## src/rtl/acq_pkg.sv

```systemverilog
// Shared types and record field layout for the acquisition controller.
package acq_pkg;

    typedef enum logic [1:0] {
        ST_IDLE  = 2'd0,
        ST_CLEAR = 2'd1,
        ST_RUN   = 2'd2,
        ST_FLUSH = 2'd3
    } acq_state_t;

    localparam int REC_W      = 41;
    localparam int CH_MSB     = 40;
    localparam int CH_LSB     = 37;
    localparam int MARKER_BIT = 36;
    localparam int TS_W       = 36;

endpackage

```

## src/rtl/acq_record_filter.sv

```systemverilog
// Channel-mask record filter with registered FIFO write, saturating counters
// and sticky overflow. Optional lost-record counter under ACQ_LOST_COUNT_EN.
module acq_record_filter
    import acq_pkg::*;
#(
    parameter int CNT_W = 32
) (
    input  logic              clk,
    input  logic              reset,
    input  logic              load,
    input  logic [3:0]        mask_in,
    input  logic              enable,
    input  logic              rec_ready,
    input  logic [REC_W-1:0]  rec_data,
    input  logic              fifo_full,
    output logic              fifo_wr,
    output logic [REC_W-1:0]  fifo_data,
    output logic              overflow,
    output logic [CNT_W-1:0]  rec_count
`ifdef ACQ_LOST_COUNT_EN
    , output logic [CNT_W-1:0] lost_count
`endif
);

    logic [3:0]       mask_reg;
    logic [3:0]       masked;
    logic             forward;
    logic             write;
    logic             fifo_wr_reg;
    logic [REC_W-1:0] fifo_data_reg;
    logic             overflow_reg;
    logic [CNT_W-1:0] rec_count_reg;

    assign masked  = rec_data[CH_MSB:CH_LSB] & mask_reg;
    assign forward = enable && rec_ready && ((masked != 4'd0) || rec_data[MARKER_BIT]);
    assign write   = forward && !fifo_full;

    always_ff @(posedge clk) begin
        if (reset) begin
            mask_reg      <= '0;
            fifo_wr_reg   <= 1'b0;
            fifo_data_reg <= '0;
            overflow_reg  <= 1'b0;
            rec_count_reg <= '0;
        end else begin
            fifo_wr_reg <= write;
            if (write) begin
                fifo_data_reg <= {masked, rec_data[MARKER_BIT], rec_data[TS_W-1:0]};
            end
            // A new run wipes the accounting; it takes priority over a same-cycle record.
            if (load) begin
                mask_reg      <= mask_in;
                overflow_reg  <= 1'b0;
                rec_count_reg <= '0;
            end else if (forward) begin
                if (fifo_full) begin
                    overflow_reg <= 1'b1;
                end else if (rec_count_reg != {CNT_W{1'b1}}) begin
                    rec_count_reg <= rec_count_reg + 1'b1;
                end
            end
        end
    end

`ifdef ACQ_LOST_COUNT_EN
    logic [CNT_W-1:0] lost_count_reg;

    always_ff @(posedge clk) begin
        if (reset) begin
            lost_count_reg <= '0;
        end else if (load) begin
            lost_count_reg <= '0;
        end else if (forward && fifo_full && (lost_count_reg != {CNT_W{1'b1}})) begin
            lost_count_reg <= lost_count_reg + 1'b1;
        end
    end

    assign lost_count = lost_count_reg;
`endif

    assign fifo_wr   = fifo_wr_reg;
    assign fifo_data = fifo_data_reg;
    assign overflow  = overflow_reg;
    assign rec_count = rec_count_reg;

endmodule

```

## src/rtl/acq_controller.sv

```systemverilog
// Acquisition run sequencer: drives timer clear/operate, times runs and feeds
// the record filter. Define ACQ_LOST_COUNT_EN to add the lost_count output.
module acq_controller
    import acq_pkg::*;
#(
    parameter int DUR_W = 40,
    parameter int CNT_W = 32
) (
    input  logic              clk,
    input  logic              reset,
    input  logic              start_cmd,
    input  logic              stop_cmd,
    input  logic [DUR_W-1:0]  duration,
    input  logic [3:0]        channel_mask,
    output logic              timer_clear,
    output logic              timer_operate,
    input  logic              rec_ready,
    input  logic [REC_W-1:0]  rec_data,
    output logic              fifo_wr,
    output logic [REC_W-1:0]  fifo_data,
    input  logic              fifo_full,
    output logic              running,
    output logic              done,
    output logic              overflow,
    output logic [CNT_W-1:0]  rec_count
`ifdef ACQ_LOST_COUNT_EN
    , output logic [CNT_W-1:0] lost_count
`endif
);

    acq_state_t       state_reg, state_next;
    logic [DUR_W-1:0] dur_cnt_reg;
    logic             unlimited_reg;
    logic             flush_cnt_reg;
    logic             done_reg;
    logic             start_run;

    always_comb begin
        state_next    = state_reg;
        start_run     = 1'b0;
        timer_clear   = 1'b0;
        timer_operate = 1'b0;
        running       = 1'b0;
        case (state_reg)
            ST_IDLE: begin
                if (start_cmd && !stop_cmd) begin
                    start_run  = 1'b1;
                    state_next = ST_CLEAR;
                end
            end
            ST_CLEAR: begin
                timer_clear   = 1'b1;
                timer_operate = 1'b1;
                running       = 1'b1;
                state_next    = ST_RUN;
            end
            ST_RUN: begin
                timer_operate = 1'b1;
                running       = 1'b1;
                if (stop_cmd || (!unlimited_reg && dur_cnt_reg == DUR_W'(1))) begin
                    state_next = ST_FLUSH;
                end
            end
            ST_FLUSH: begin
                running = 1'b1;
                if (flush_cnt_reg) begin
                    state_next = ST_IDLE;
                end
            end
            default: state_next = ST_IDLE;
        endcase
    end

    always_ff @(posedge clk) begin
        if (reset) begin
            state_reg     <= ST_IDLE;
            dur_cnt_reg   <= '0;
            unlimited_reg <= 1'b0;
            flush_cnt_reg <= 1'b0;
            done_reg      <= 1'b0;
        end else begin
            state_reg     <= state_next;
            done_reg      <= (state_reg == ST_FLUSH) && flush_cnt_reg;
            flush_cnt_reg <= (state_reg == ST_FLUSH) ? ~flush_cnt_reg : 1'b0;
            // Counter only loads from IDLE, so a start during RUN cannot extend the run.
            if (start_run) begin
                dur_cnt_reg   <= duration;
                unlimited_reg <= (duration == '0);
            end else if (state_reg == ST_RUN) begin
                dur_cnt_reg <= dur_cnt_reg - 1'b1;
            end
        end
    end

    assign done = done_reg;

    // The done cycle is the first IDLE cycle; late records are still taken then.
    acq_record_filter #(
        .CNT_W (CNT_W)
    ) u_filter (
        .clk        (clk),
        .reset      (reset),
        .load       (start_run),
        .mask_in    (channel_mask),
        .enable     (running || done_reg),
        .rec_ready  (rec_ready),
        .rec_data   (rec_data),
        .fifo_full  (fifo_full),
        .fifo_wr    (fifo_wr),
        .fifo_data  (fifo_data),
        .overflow   (overflow),
        .rec_count  (rec_count)
`ifdef ACQ_LOST_COUNT_EN
        , .lost_count (lost_count)
`endif
    );

endmodule
```

## config.mk

```make
export PLATFORM = sky130hd
export DESIGN_NAME = acq_controller
export DESIGN_NICKNAME = d
export VERILOG_FILES = /design/src/rtl/acq_pkg.sv /design/src/rtl/acq_record_filter.sv /design/src/rtl/acq_controller.sv
export SDC_FILE = /design/constraint.sdc
export NUM_CORES = 1
export LEC_CHECK = 0
export ABC_AREA = 1
export BUFFER_PORTS_ARGS = -buffer_cell sky130_fd_sc_hd__buf_2
export CORE_UTILIZATION = 49
export CTS_CLUSTER_DIAMETER = 60
export DETAILED_ROUTE_END_ITERATION = 7
export GPL_TIMING_DRIVEN = 1
export PLACE_DENSITY = 0.73
export SLEW_MARGIN = 20
export SYNTH_ARGS = -nofsm -noshare
export SYNTH_HDL_FRONTEND = slang
export SYNTH_SLANG_ARGS = --single-unit
```

## constraint.sdc

```tcl
create_clock -name clk -period 1.6 [get_ports clk]
set_input_delay 0.24 -clock clk [delete_from_list [all_inputs] [get_ports clk]]
set_output_delay 0.24 -clock clk [all_outputs]
set_load 0.05 [all_outputs]
```

# Word level (Yosys, flattened, before mapping)
# Index checks and enable logic that the tools add are counted.
# word_totals
out_inout_bits	79
reg_bits	124
word_cells	58
in_bits	91
# op_classes
reduce_logical	23
bitwise	4
mux	11
eq_ne	8
addsub	2
# op_table
cell	count
two-way mux 40 bit	2
== test 40 x 1 -> 1 bit (second input constant)	1
zero test 40 bit	1
subtractor 40 x 1 -> 40 bit (second input constant)	1
adder 32 x 1 -> 32 bit (second input constant)	1
!= test 32 bit (second input constant)	1
one-hot mux 2 bit (4 select lines)	1
logical AND 1 bit	6
two-way mux 2 bit	3
!= test 2 bit (second input constant)	3
AND reduction 3 bit	2
OR reduction 2 bit	3
two-way mux 1 bit	5
bitwise AND 4 bit	1
== test 2 bit (second input constant)	2
nonzero test 4 bit	1
zero test 1 bit	3
logical OR 1 bit	3
inverter 1 bit	3
OR reduction 3 bit	1
== test 2 x 1 -> 1 bit (second input constant)	1
zero test 2 bit	1
AND reduction 2 bit	1
nonzero test 2 bit	1

# Longest topological paths before layout
# logic_depth
ltp_word	7
depth_mapped	12
mapped_depth_nobuf	12

# By module
# From an unflattened synthesis, not the netlist that was laid out.
# unflattened
cells_unflattened	1177
area_unflattened_um2	7287.0
# modules_own_cells
mod	cells_per_inst	area_per_inst_um2	instances	seq_area_each_um2
acq_record_filter	589	3799.9	1	1581.5
acq_controller	588	3487.1	1	900.9

# Worst setup path before layout
# Ideal clock, no wire load.
# synth_path
path_kind	register to register
startpoint	register u_filter.rec_count_reg[0], in the netlist u_filter.rec_count[0]
endpoint	register u_filter.rec_count_reg[14], in the netlist u_filter.rec_count[14]
path_slack_ns	-0.567
t_arrival_ns	2.032
setup_time_ns	0.135
path_stages_with_launch	12
path_buffers	1
period_less_slack_ns	2.167
required_time_ns	1.465
cell_sequence	dfxtp_1 ha_1 inv_1 nor2_4 nand2_2 nor3_4 nand3_2 nand2_4 inv_2 buf_6 nand2_1 a21oi_2
# synth_between
elab_chain_cells	2
elab_cells_between_ends	3
cone_classes	1 x add/sub; 1 x eq/ne; 1 x reduce/logical
# synth_rtl
element	line	rtl
from (decl)	acq_record_filter.sv:32	logic [CNT_W-1:0] rec_count_reg;
from (signal assigned)	acq_record_filter.sv:59	rec_count_reg <= rec_count_reg + 1'b1;
branches (longest 2 deep; another with adder 32 x 1 -> 32 bit)	n/a	
# Several ways; the timed one is not identified.
# A chain may end at the register's enable or synchronous reset.

# Worst setup path after layout
# layout_path
startpoint	register u_filter.rec_count_reg[1], in the netlist u_filter.rec_count[1]
endpoint	register u_filter.rec_count_reg[6], in the netlist u_filter.rec_count[6]
# The elaborated chain is that of the path after synthesis.

==> flow_summary.yaml <==
synthesis:
  synth-edff-count: 0
  yosysSeqAreaShare: 0.363
  ys_types: 36
  yosysTopAreaCellShare: 0.363
  synthFlopType: "dfxtp_1"
  synth_area_per_cell_sq_um: 6.37
  synth.cell_area_sq_um: 6850
  synth_seq_cells: 124
  synth_top_family_by_area: "simple AND/OR/NAND/NOR gates"
  synth_fp_nets: 1174
  synth-compound-area-share: 0.126
  asyncSetResetFlopFracSynth: 0
  synth-simple-area-share: 0.365
  synthAdderAreaFrac: 0.0146
  synth_xor_area_frac: 0.0486
  post-synth-top-area-cell: "dfxtp_1"
  synthTopCellsByArea: "dfxtp_1, nand2_1, nor2_1, inv_1, a21oi_1"
  synth-warning-count: 0
  synthTopCellsByCount: "nand2_1, nor2_1, dfxtp_1"
  synth_mux_area_frac: 0
  synth.most_common_cell: "nand2_1"
  synth_cells: 1075
sta:
  setup_viol: 32
  slew-limit-headroom: 0.638
  fmax_mhz: 580
  clock_skew_ns: 0.00635
  slew_viol_final: 0
  fin_crit_sh: 1.08
  worst_pin_slew_ns: 0.543
  finalCriticalPeriod_ns: 1.72
  rsz0062_at_grt: "yes"
  setup_tns_ns: -2.80
  hold_viol: 0
  finalWorstSetupSlack_ns: -0.124
clock_tree:
  htreeDepth: 4
  cts.sinks: 124
  cts_tree: "yes"
  cts.path.max_buffers: 2
  cts-root-buf: "clkbuf_16"
  cts_inserted_buffers: 17
  postCtsHoldBufs: 0
  path_clk_slew_ns: 0.06
  clock_latency_ns: 0.42
worst_setup_path:
  worstRegToRegCells: 10
  path_cells: "ha_4 -> inv_2 -> nor2_4 -> nand2_2 -> nor3_4 -> nand3_2 -> nand2_4 -> clkbuf_16 -> nand2_1 -> a21oi_1"
  r2r-end: "u_filter.rec_count[6]"
  reg2reg_slack_ns: -0.12
  worstSetupPathType: "flop to flop"
  critical_path.top_delay_family: "simple AND/OR/NAND/NOR gates"
  slowest_delay_ns: 0.36
  crit_arrival_ns: 2.07
  path_max_fanout: 9
  cpMaxStageDelayCell: "dfxtp_4"
  r2r_start: "u_filter.rec_count[1]"
  critPathBufInv: 2
  startpoint_type: "flop"
  required_ns: 1.94
  endpoint_kind: "flop"
route:
  post_drt_wl_per_cell_um: 14.5
  first_iter_violations: 685
  drt-vias-per-instance: 5.19
  drt-total-wl_mm: 22.2
  num_vias: 7929
  ant_nets: 0
  drc_errors: 0
  dr.pass1.iters: 6
die:
  start_util: 0.509
  dieWidth_um: 120
  rows: 42
  core_sq_um: 13500
  die_y_um: 120
  num_io_pins: 170
  die-area_sq_um: 14400
place:
  placed_area_sq_um: 8660
  portBuffers: 169
  routabilityCongestion: 0.970
  dp_hpwl_mm: 15.6
global_route:
  overflow: 0
  grt_pass1_wl_mm: 34.6
  grt_usage: 0.300
  antenna_found_initial: 0
  grt_use_met1: 0.395
  grt_use_met3: 0.0774
  top_usage_layer: "met2"
  grt_pass1_vias: 7330
  grt.met2_usage: 0.490
  grt_max_degree: 46
power_and_ir_drop:
  ir_worst_vdd_v: 0.00108
  p_leak_nw: 4.61
  power_mw: 17.6
  p_per_area_nw_per_um2: 1780
final_layout:
  final_nets: 1439
  largest_reg_flops: 41
  drive_above_1_share: 0.363
  stdcell_area_sq_um: 9890
  antenna_cells: 0
  synthToLayoutAreaGrowth_pct: 44.5
run_status:
  violations: "setup timing"
  status: "complete, but fails checks"
run:
  cap_violations: 0
hold_path:
  hold_path.class: "input pin to flop"
  holdCritStartpoint: "rec_data[15]"
  whs_path_depth: 3
  hold_end: "u_filter.fifo_data[15]"
[how the worst max path moves through the flow]
stage                          startpoint                endpoint  slack (ns)  depth (start not counted)
finish              u_filter.rec_count[1]   u_filter.rec_count[6]       -0.12                         10
global route                 state_reg[0]  u_filter.rec_count[11]       -0.21                         10
CTS                          state_reg[0]  u_filter.rec_count[19]       -0.06                         10
detailed placement           state_reg[0]  u_filter.rec_count[19]       -0.12                         10
global placement             state_reg[1]  u_filter.rec_count[23]       -0.05                         10
floorplan                    state_reg[1]   u_filter.fifo_data[0]       -0.10                         10
[what timing repair did]
| item | CTS | global route |
|---|---|---|
| gates cloned | 1 | 1 |
| pin swaps | 2 | 42 |
| resized for setup | 25 | 143 |
| buffers inserted | 2 | 11 |
| endpoints found under the setup margin | 71 | 122 |
[layout by cell type, fill, tap and decap left out, types with 29 or more instances in the layout]
master and count:
nor2_2 29, dfxtp_1 77, buf_2 168, o21ai_1 39
a21oi_1 54, buf_4 97, inv_1 85, nand2_1 290
dfxtp_2 39, nor2_1 157, nand3_1 31
[through the flow]
| stage | util | setup slack, ns | instances | hold WS [ns] |
|---|---|---|---|---|
| CTS | 0.694 | -0.0593 | 1517 | 0.0286 |
| floorplan | - | -0.105 | 1075 | 0.375 |
| detailed placement | 0.644 | -0.118 | 1482 | 0.442 |
| global placement | 0.644 | -0.0465 | 1482 | 0.430 |
| finish | 0.735 | -0.124 | 1529 | 0.0388 |
| global route | 0.735 | -0.206 | 1529 | 0.0480 |
[worst register-to-register path, delay by kind of cell, from the launching register on]
| family | cells | cell delay [ns] |
|---|---|---|
| adder cells (fa/ha/maj) | 1 | 0.14 |
| buffers and inverters | 2 | 0.23 |
| AO/OA/AOI/OAI | 1 | 0.14 |
| flip-flops | 1 | 0.36 |
| AND/OR/NAND/NOR | 6 | 0.78 |
[metal layers]
metal | wire [um] | vias to the layer above
li1 | - | 3953
met1 | 9580 | 3608
met2 | 10400 | 334
met3 | 1880 | 34
met4 | 299 | 0
met5 | 0 | -
[kinds of logic after synthesis]
family	count (synthesis)
xor+xnor	38
flops	124
buf+inv	139
fa+ha+maj	8
simple gates	607
compound gates	159
[report_power, final]
part / internal (mW) / leakage (nW) / switching, mW / total, mW
Sequential: 3.56 / 1.03 / 0.502 / 4.06
Combinational: 3.86 / 3.30 / 5.87 / 9.73
Clock: 2.30 / 0.274 / 1.50 / 3.80
Total: 9.72 / 4.61 / 7.87 / 17.6
[layout make-up]
type | instances | area (sq um)
inverters | 102 | 407
clock buffers | 19 | 433
fillers | 1079 | 3560
clock inverters | 13 | 143
repair buffers | 283 | 1850
well taps | 176 | 220
flip-flops and latches | 124 | 2560
multi-input cells | 812 | 4280
Note: power is estimated with default switching activity, not from simulation.
